### src/rtl/cpu15_pkg.sv
// Shared constants and FSM state encoding for the cpu15 operand-read stage.
package cpu15_pkg;

  localparam int NREG       = 8;
  localparam int DATA_W_DEF = 16;
  localparam int NREG_W_DEF = 3;

  typedef enum logic [1:0] {
    EMPTY = 2'd0,
    HOLD1 = 2'd1,
    HOLD2 = 2'd2
  } rd_state_t;

endpackage

### src/rtl/reg_mux8.sv
// 8:1 register selector, purely combinational; no flow control.
module reg_mux8
  import cpu15_pkg::*;
#(
  parameter int DATA_W = DATA_W_DEF,
  parameter int NREG_W = NREG_W_DEF
) (
  input  logic [NREG-1:0][DATA_W-1:0] i_regs,
  input  logic [NREG_W-1:0]           i_sel,
  output logic [DATA_W-1:0]           o_dat
);

  assign o_dat = i_regs[i_sel];

endmodule

### src/rtl/reg_rd.sv
// Operand read stage: one-cycle latency into a 2-entry skid (output + skid register);
// IN_READY is registered and drops only while both entries are held. Option: REG_RD_BYPASS_EN.
module reg_rd
  import cpu15_pkg::*;
#(
  parameter int DATA_W = DATA_W_DEF,
  parameter int NREG_W = NREG_W_DEF
) (
  input  logic              CLK_RD,
  input  logic              RESET_N,
  input  logic [DATA_W-1:0] REG_0,
  input  logic [DATA_W-1:0] REG_1,
  input  logic [DATA_W-1:0] REG_2,
  input  logic [DATA_W-1:0] REG_3,
  input  logic [DATA_W-1:0] REG_4,
  input  logic [DATA_W-1:0] REG_5,
  input  logic [DATA_W-1:0] REG_6,
  input  logic [DATA_W-1:0] REG_7,
  input  logic              IN_VALID,
  output logic              IN_READY,
  input  logic [NREG_W-1:0] N_REG_A,
  input  logic [NREG_W-1:0] N_REG_B,
  input  logic [NREG_W-1:0] WB_N_REG,
  input  logic [DATA_W-1:0] WB_DATA,
  input  logic              WB_WEN,
  output logic              OUT_VALID,
  input  logic              OUT_READY,
  output logic [DATA_W-1:0] OP_A,
  output logic [DATA_W-1:0] OP_B,
  output logic [7:0]        RD_CNT
);

  logic [NREG-1:0][DATA_W-1:0] w_regs;
  logic [DATA_W-1:0]           w_mux_a;
  logic [DATA_W-1:0]           w_mux_b;
  logic [DATA_W-1:0]           w_op_a;
  logic [DATA_W-1:0]           w_op_b;
  logic                        w_acc;

  rd_state_t         r_state;
  logic              r_in_rdy;
  logic              r_out_vld;
  logic [DATA_W-1:0] r_op_a;
  logic [DATA_W-1:0] r_op_b;
  logic [DATA_W-1:0] r_skid_a;
  logic [DATA_W-1:0] r_skid_b;
  logic [7:0]        r_cnt;

  assign w_regs = {REG_7, REG_6, REG_5, REG_4, REG_3, REG_2, REG_1, REG_0};

  reg_mux8 #(.DATA_W(DATA_W), .NREG_W(NREG_W)) u_mux_a (
    .i_regs (w_regs),
    .i_sel  (N_REG_A),
    .o_dat  (w_mux_a)
  );

  reg_mux8 #(.DATA_W(DATA_W), .NREG_W(NREG_W)) u_mux_b (
    .i_regs (w_regs),
    .i_sel  (N_REG_B),
    .o_dat  (w_mux_b)
  );

`ifdef REG_RD_BYPASS_EN
  // A writeback landing on the capture edge wins over the stale register-file value.
  assign w_op_a = (WB_WEN && (WB_N_REG == N_REG_A)) ? WB_DATA : w_mux_a;
  assign w_op_b = (WB_WEN && (WB_N_REG == N_REG_B)) ? WB_DATA : w_mux_b;
`else
  logic w_unused;
  assign w_unused = &{1'b0, WB_N_REG, WB_DATA, WB_WEN};
  assign w_op_a   = w_mux_a;
  assign w_op_b   = w_mux_b;
`endif

  // r_in_rdy is low in HOLD2, so no accept can occur there.
  assign w_acc = IN_VALID && r_in_rdy;

  always_ff @(posedge CLK_RD) begin
    if (!RESET_N) begin
      r_state   <= EMPTY;
      r_in_rdy  <= 1'b0;
      r_out_vld <= 1'b0;
      r_op_a    <= '0;
      r_op_b    <= '0;
      r_skid_a  <= '0;
      r_skid_b  <= '0;
      r_cnt     <= '0;
    end else begin
      r_in_rdy <= 1'b1;
      if (w_acc) r_cnt <= r_cnt + 8'd1;
      case (r_state)
        EMPTY: begin
          if (w_acc) begin
            r_op_a    <= w_op_a;
            r_op_b    <= w_op_b;
            r_out_vld <= 1'b1;
            r_state   <= HOLD1;
          end
        end
        HOLD1: begin
          if (w_acc && OUT_READY) begin
            r_op_a <= w_op_a;
            r_op_b <= w_op_b;
          end else if (w_acc) begin
            r_skid_a <= w_op_a;
            r_skid_b <= w_op_b;
            r_in_rdy <= 1'b0;
            r_state  <= HOLD2;
          end else if (OUT_READY) begin
            r_out_vld <= 1'b0;
            r_state   <= EMPTY;
          end
        end
        HOLD2: begin
          if (OUT_READY) begin
            r_op_a  <= r_skid_a;
            r_op_b  <= r_skid_b;
            r_state <= HOLD1;
          end else begin
            r_in_rdy <= 1'b0;
          end
        end
        default: begin
          r_out_vld <= 1'b0;
          r_state   <= EMPTY;
        end
      endcase
    end
  end

  assign IN_READY  = r_in_rdy;
  assign OUT_VALID = r_out_vld;
  assign OP_A      = r_op_a;
  assign OP_B      = r_op_b;
  assign RD_CNT    = r_cnt;

endmodule

### config.mk
export PLATFORM = sky130hd
export DESIGN_NAME = reg_rd
export DESIGN_NICKNAME = d
export VERILOG_FILES = /design/src/rtl/cpu15_pkg.sv /design/src/rtl/reg_mux8.sv /design/src/rtl/reg_rd.sv
export SDC_FILE = /design/constraint.sdc
export NUM_CORES = 1
export LEC_CHECK = 0
export ABC_CLOCK_PERIOD_IN_PS = 3670
export BUFFER_PORTS_ARGS = -buffer_cell sky130_fd_sc_hd__buf_2
export CAP_MARGIN = 20
export CELL_PAD_IN_SITES_DETAIL_PLACEMENT = 0
export CELL_PAD_IN_SITES_GLOBAL_PLACEMENT = 1
export CORE_ASPECT_RATIO = 0.75
export CORE_MARGIN = 4
export CORE_UTILIZATION = 30
export CTS_CLUSTER_DIAMETER = 40
export DETAILED_ROUTE_END_ITERATION = 10
export PLACE_DENSITY_LB_ADDON = 0.3
export SLEW_MARGIN = 20
export SYNTH_ARGS = -nofsm -noshare
export SYNTH_HDL_FRONTEND = slang
export SYNTH_SLANG_ARGS = --single-unit
### constraint.sdc
create_clock -name CLK_RD -period 3.67 [get_ports CLK_RD]
set_input_delay 0 -clock CLK_RD [delete_from_list [all_inputs] [get_ports CLK_RD]]
set_output_delay 0 -clock CLK_RD [all_outputs]
set_load 0.005 [all_outputs]
==> flow_summary.yaml <==
worst_setup_path:
  crit_family: "compound AO/OA/AOI/OAI gates"
  crit_path_cell_trace: "inv_1 > ha_1 > nor2_1 > o221a_4 > nand3b_4 > o221ai_2"
  crit_type: "reg -> reg"
  start_kind: "flip-flop"
  worst-path-buf-inv: 1
  required_ns: 3.92
  crit_fanout: 40
  worst_ep_arrival_time_ns: 2.95
  worst_path_max_delay_cell: "o221a_4"
  crit_path_max_incr_delay_ns: 0.65
  cp-end-kind: "flip-flop"
route:
  drtAntennaViolNets: 0
  via_count: 4436
  via_per_inst: 5.287
  wl_per_cell_um: 20.03
  remaining_drc_errors: 0
  wl_mm: 16.80
  drtIter0Drc: 219
  firstDrtPassIters: 4
yosys:
  netlist_area_um2: 5578
  synth_edf_count: 0
  ys_seq_elements: 76
  syn_inst: 444
  async_flop_share: 0
  synth_area_per_cell_um2: 12.56
  synth.net_count: 609
  synth.largest_area_cell: "dfxtp_1"
  synth_top_area_frac: 0.2728
  synthTopCellsByArea: "dfxtp_1, mux4_2, mux2i_4, o221ai_2, nand2_1"
  ys.flop_type: "dfxtp_1"
  synth_cell_types: 31
  yosysSeqAreaShare: 0.2728
  yosysWarnings: 0
clock_network:
  root_buffer: "clkbuf_16"
  htreeDepth: 3
  hold_buffers: 0
  cts_tree: "done"
  cts.sinks: 76
  clock_path_buffers: 2
  clk_pin_slew_ns: 0.06
  numCtsBuffers: 9
  cts_resized: 0
  post_cts_buffers: 0
  clock_latency_ns: 0.34
power:
  intPower_mw: 1.962
  power_frac_seq: 0.334
  max-vdd-ir-drop_uv: 295.9
  combPwrFrac: 0.393
  power_mw: 3.123
  powerDensity_nw_per_um2: 461.7
  p_sw_mw: 1.160
  p_leak_nw: 2.539
  power_frac_clock: 0.273
  switching_share: 0.3716
sta:
  max_freq_ghz: 0.3703
  tightest_slew_ns: 1.068
  slew_headroom: 0.2879
  tns_ns: 0
  slew_viol_final: 0
  whs_ns: 0.1269
  hold_viol: 0
  finalCriticalPeriod_ns: 2.700
  fin_ws_ns: 0.9696
  timing.final.crit_share: 0.7358
  fin_skew_ns: 0.007872
  setup_viol: 0
  rsz0062_at_grt: "false"
final_layout:
  layout.nets: 756
  instances_no_fill: 839
  drive_above_1_share: 0.5570
  finalInstanceArea_um2: 6764
  syn_to_final_growth_pct: 21.27
  post-route-util: 0.3775
global_routing:
  track_usage: 0.1614
  gr-usage-met3: 0.04572
  grt_pass1_vias: 4648
  grt_overflow: 0
  antenna_found_initial: 2
  busiest_layer: "met2"
  grt_max_degree: 47
  grt_pass1_wl_mm: 26.35
  met2_usage: 0.2524
  grtUsageMet1: 0.2256
place:
  port_buffers: 179
  gp_congestion: 0.7993
  post-dp-hpwl_mm: 12.74
  placed_cell_area_um2: 6471
  place_inst: 822
  pre_cts_ws_ns: 0.9812
die:
  die_y_um: 126.1
  die_x_um: 165.5
  coreArea_um2: 17920
  pin_count: 200
  initial_core_util: 0.3113
  num_rows: 42
  dieArea_um2: 20860
flow_run:
  drv_cap: 0
min_path:
  holdCritPathClass: "in -> reg"
run_status:
  status: "finished clean"
[worst reg2reg max path: cells and delay by family (launching register included)]
family / cells / cell delay (ns)
AOI/OAI and AO/OA: 2 / 1.06
and+or+nand+nor: 2 / 0.79
DFF: 1 / 0.42
adders and majority gates: 1 / 0.23
buffers and inverters: 1 / 0.11
[Yosys cell counts (all sizes together), types with 2 or more instances]
| cell | count |
|---|---|
| a21boi | 3 |
| a21oi | 2 |
| and2 | 9 |
| and3 | 3 |
| buf | 32 |
| clkbuf | 16 |
| dfxtp | 76 |
| ha | 7 |
| inv | 4 |
| mux2i | 34 |
| mux4 | 64 |
| nand2 | 72 |
| nand3b | 2 |
| nand4 | 36 |
| nor2 | 4 |
| o21ai | 35 |
| o221ai | 32 |
| xnor2 | 7 |
[kinds of logic after synthesis]
logic type / count (synthesis) / share of synthesized area
compound gates: 75 / 0.1297
xor+xnor: 7 / 0.01099
fa+ha+maj: 7 / 0.01570
buf+inv: 52 / 0.06662
flops: 76 / 0.2728
mux: 98 / 0.3912
simple gates: 129 / 0.1131
[sequential cells by signal, indices dropped and copies added (netlist names)]
register and cells:
OP_B 16, OP_A 16, IN_READY 1, r_state 2
r_skid_b 16, r_skid_a 16, RD_CNT 8, OUT_VALID 1
[layer usage]
| layer | vias to the layer above | part of all wire |
|---|---|---|
| li1 | 2062 | - |
| met2 | 150 | 0.46 |
| met3 | 18 | 0.061 |
| met1 | 2204 | 0.46 |
| met4 | 2 | 0.011 |
| met5 | - | 0.0012 |
[power by group through the flow]
stage / registers [mW] / clock network (mW) / logic [mW]
2_1_floorplan: 1.06 / 0 / 0.920
3_3_place_gp: 1.06 / 0 / 1.21
3_5_place_dp: 1.06 / 0 / 1.24
4_1_cts: 1.05 / 0.874 / 1.24
5_1_grt: 1.06 / 0.898 / 1.33
6_report: 1.04 / 0.852 / 1.23
[final cells by class]
cell class / instances / area (um^2)
fillers: 1754 / 11160
multi-input cells: 316 / 3699
flip-flops and latches: 76 / 1521
repair buffers: 184 / 938.4
well taps: 242 / 302.8
clock buffers: 10 / 239.0
clock inverters: 6 / 46.29
inverters: 4 / 15.01
diodes: 1 / 2.502
[path summary, 6_finish.rpt]
check / start / to / slack, ns / cells past startpoint
worst max-delay path: r_state[1]$_SDFFE_PN0P_ / OP_A[1]$_SDFFE_PN0P_ / 0.97 / 6
worst min-delay path: IN_VALID / RD_CNT[1]$_SDFFE_PN0N_ / 0.13 / 4
worst max register to register: r_state[1]$_SDFFE_PN0P_ / OP_A[1]$_SDFFE_PN0P_ / 0.97 / 6
worst min register to register: r_skid_b[8]$_SDFFE_PN0P_ / r_skid_b[8]$_SDFFE_PN0P_ / 0.45 / 2
[cells in the final DEF (no fill, tap or decap), types with 9 or more instances in the layout]
cell       netlist  final
and2_1           9      9
buf_2           10    177
clkbuf_16        0      9
dfxtp_1         76     76
mux2i_4         32     32
mux4_2          64     64
nand2_1         72     72
nand4_1         36     36
o21ai_1         33     33
o221ai_2        32     32
Note: power is estimated with default switching activity, not from simulation.
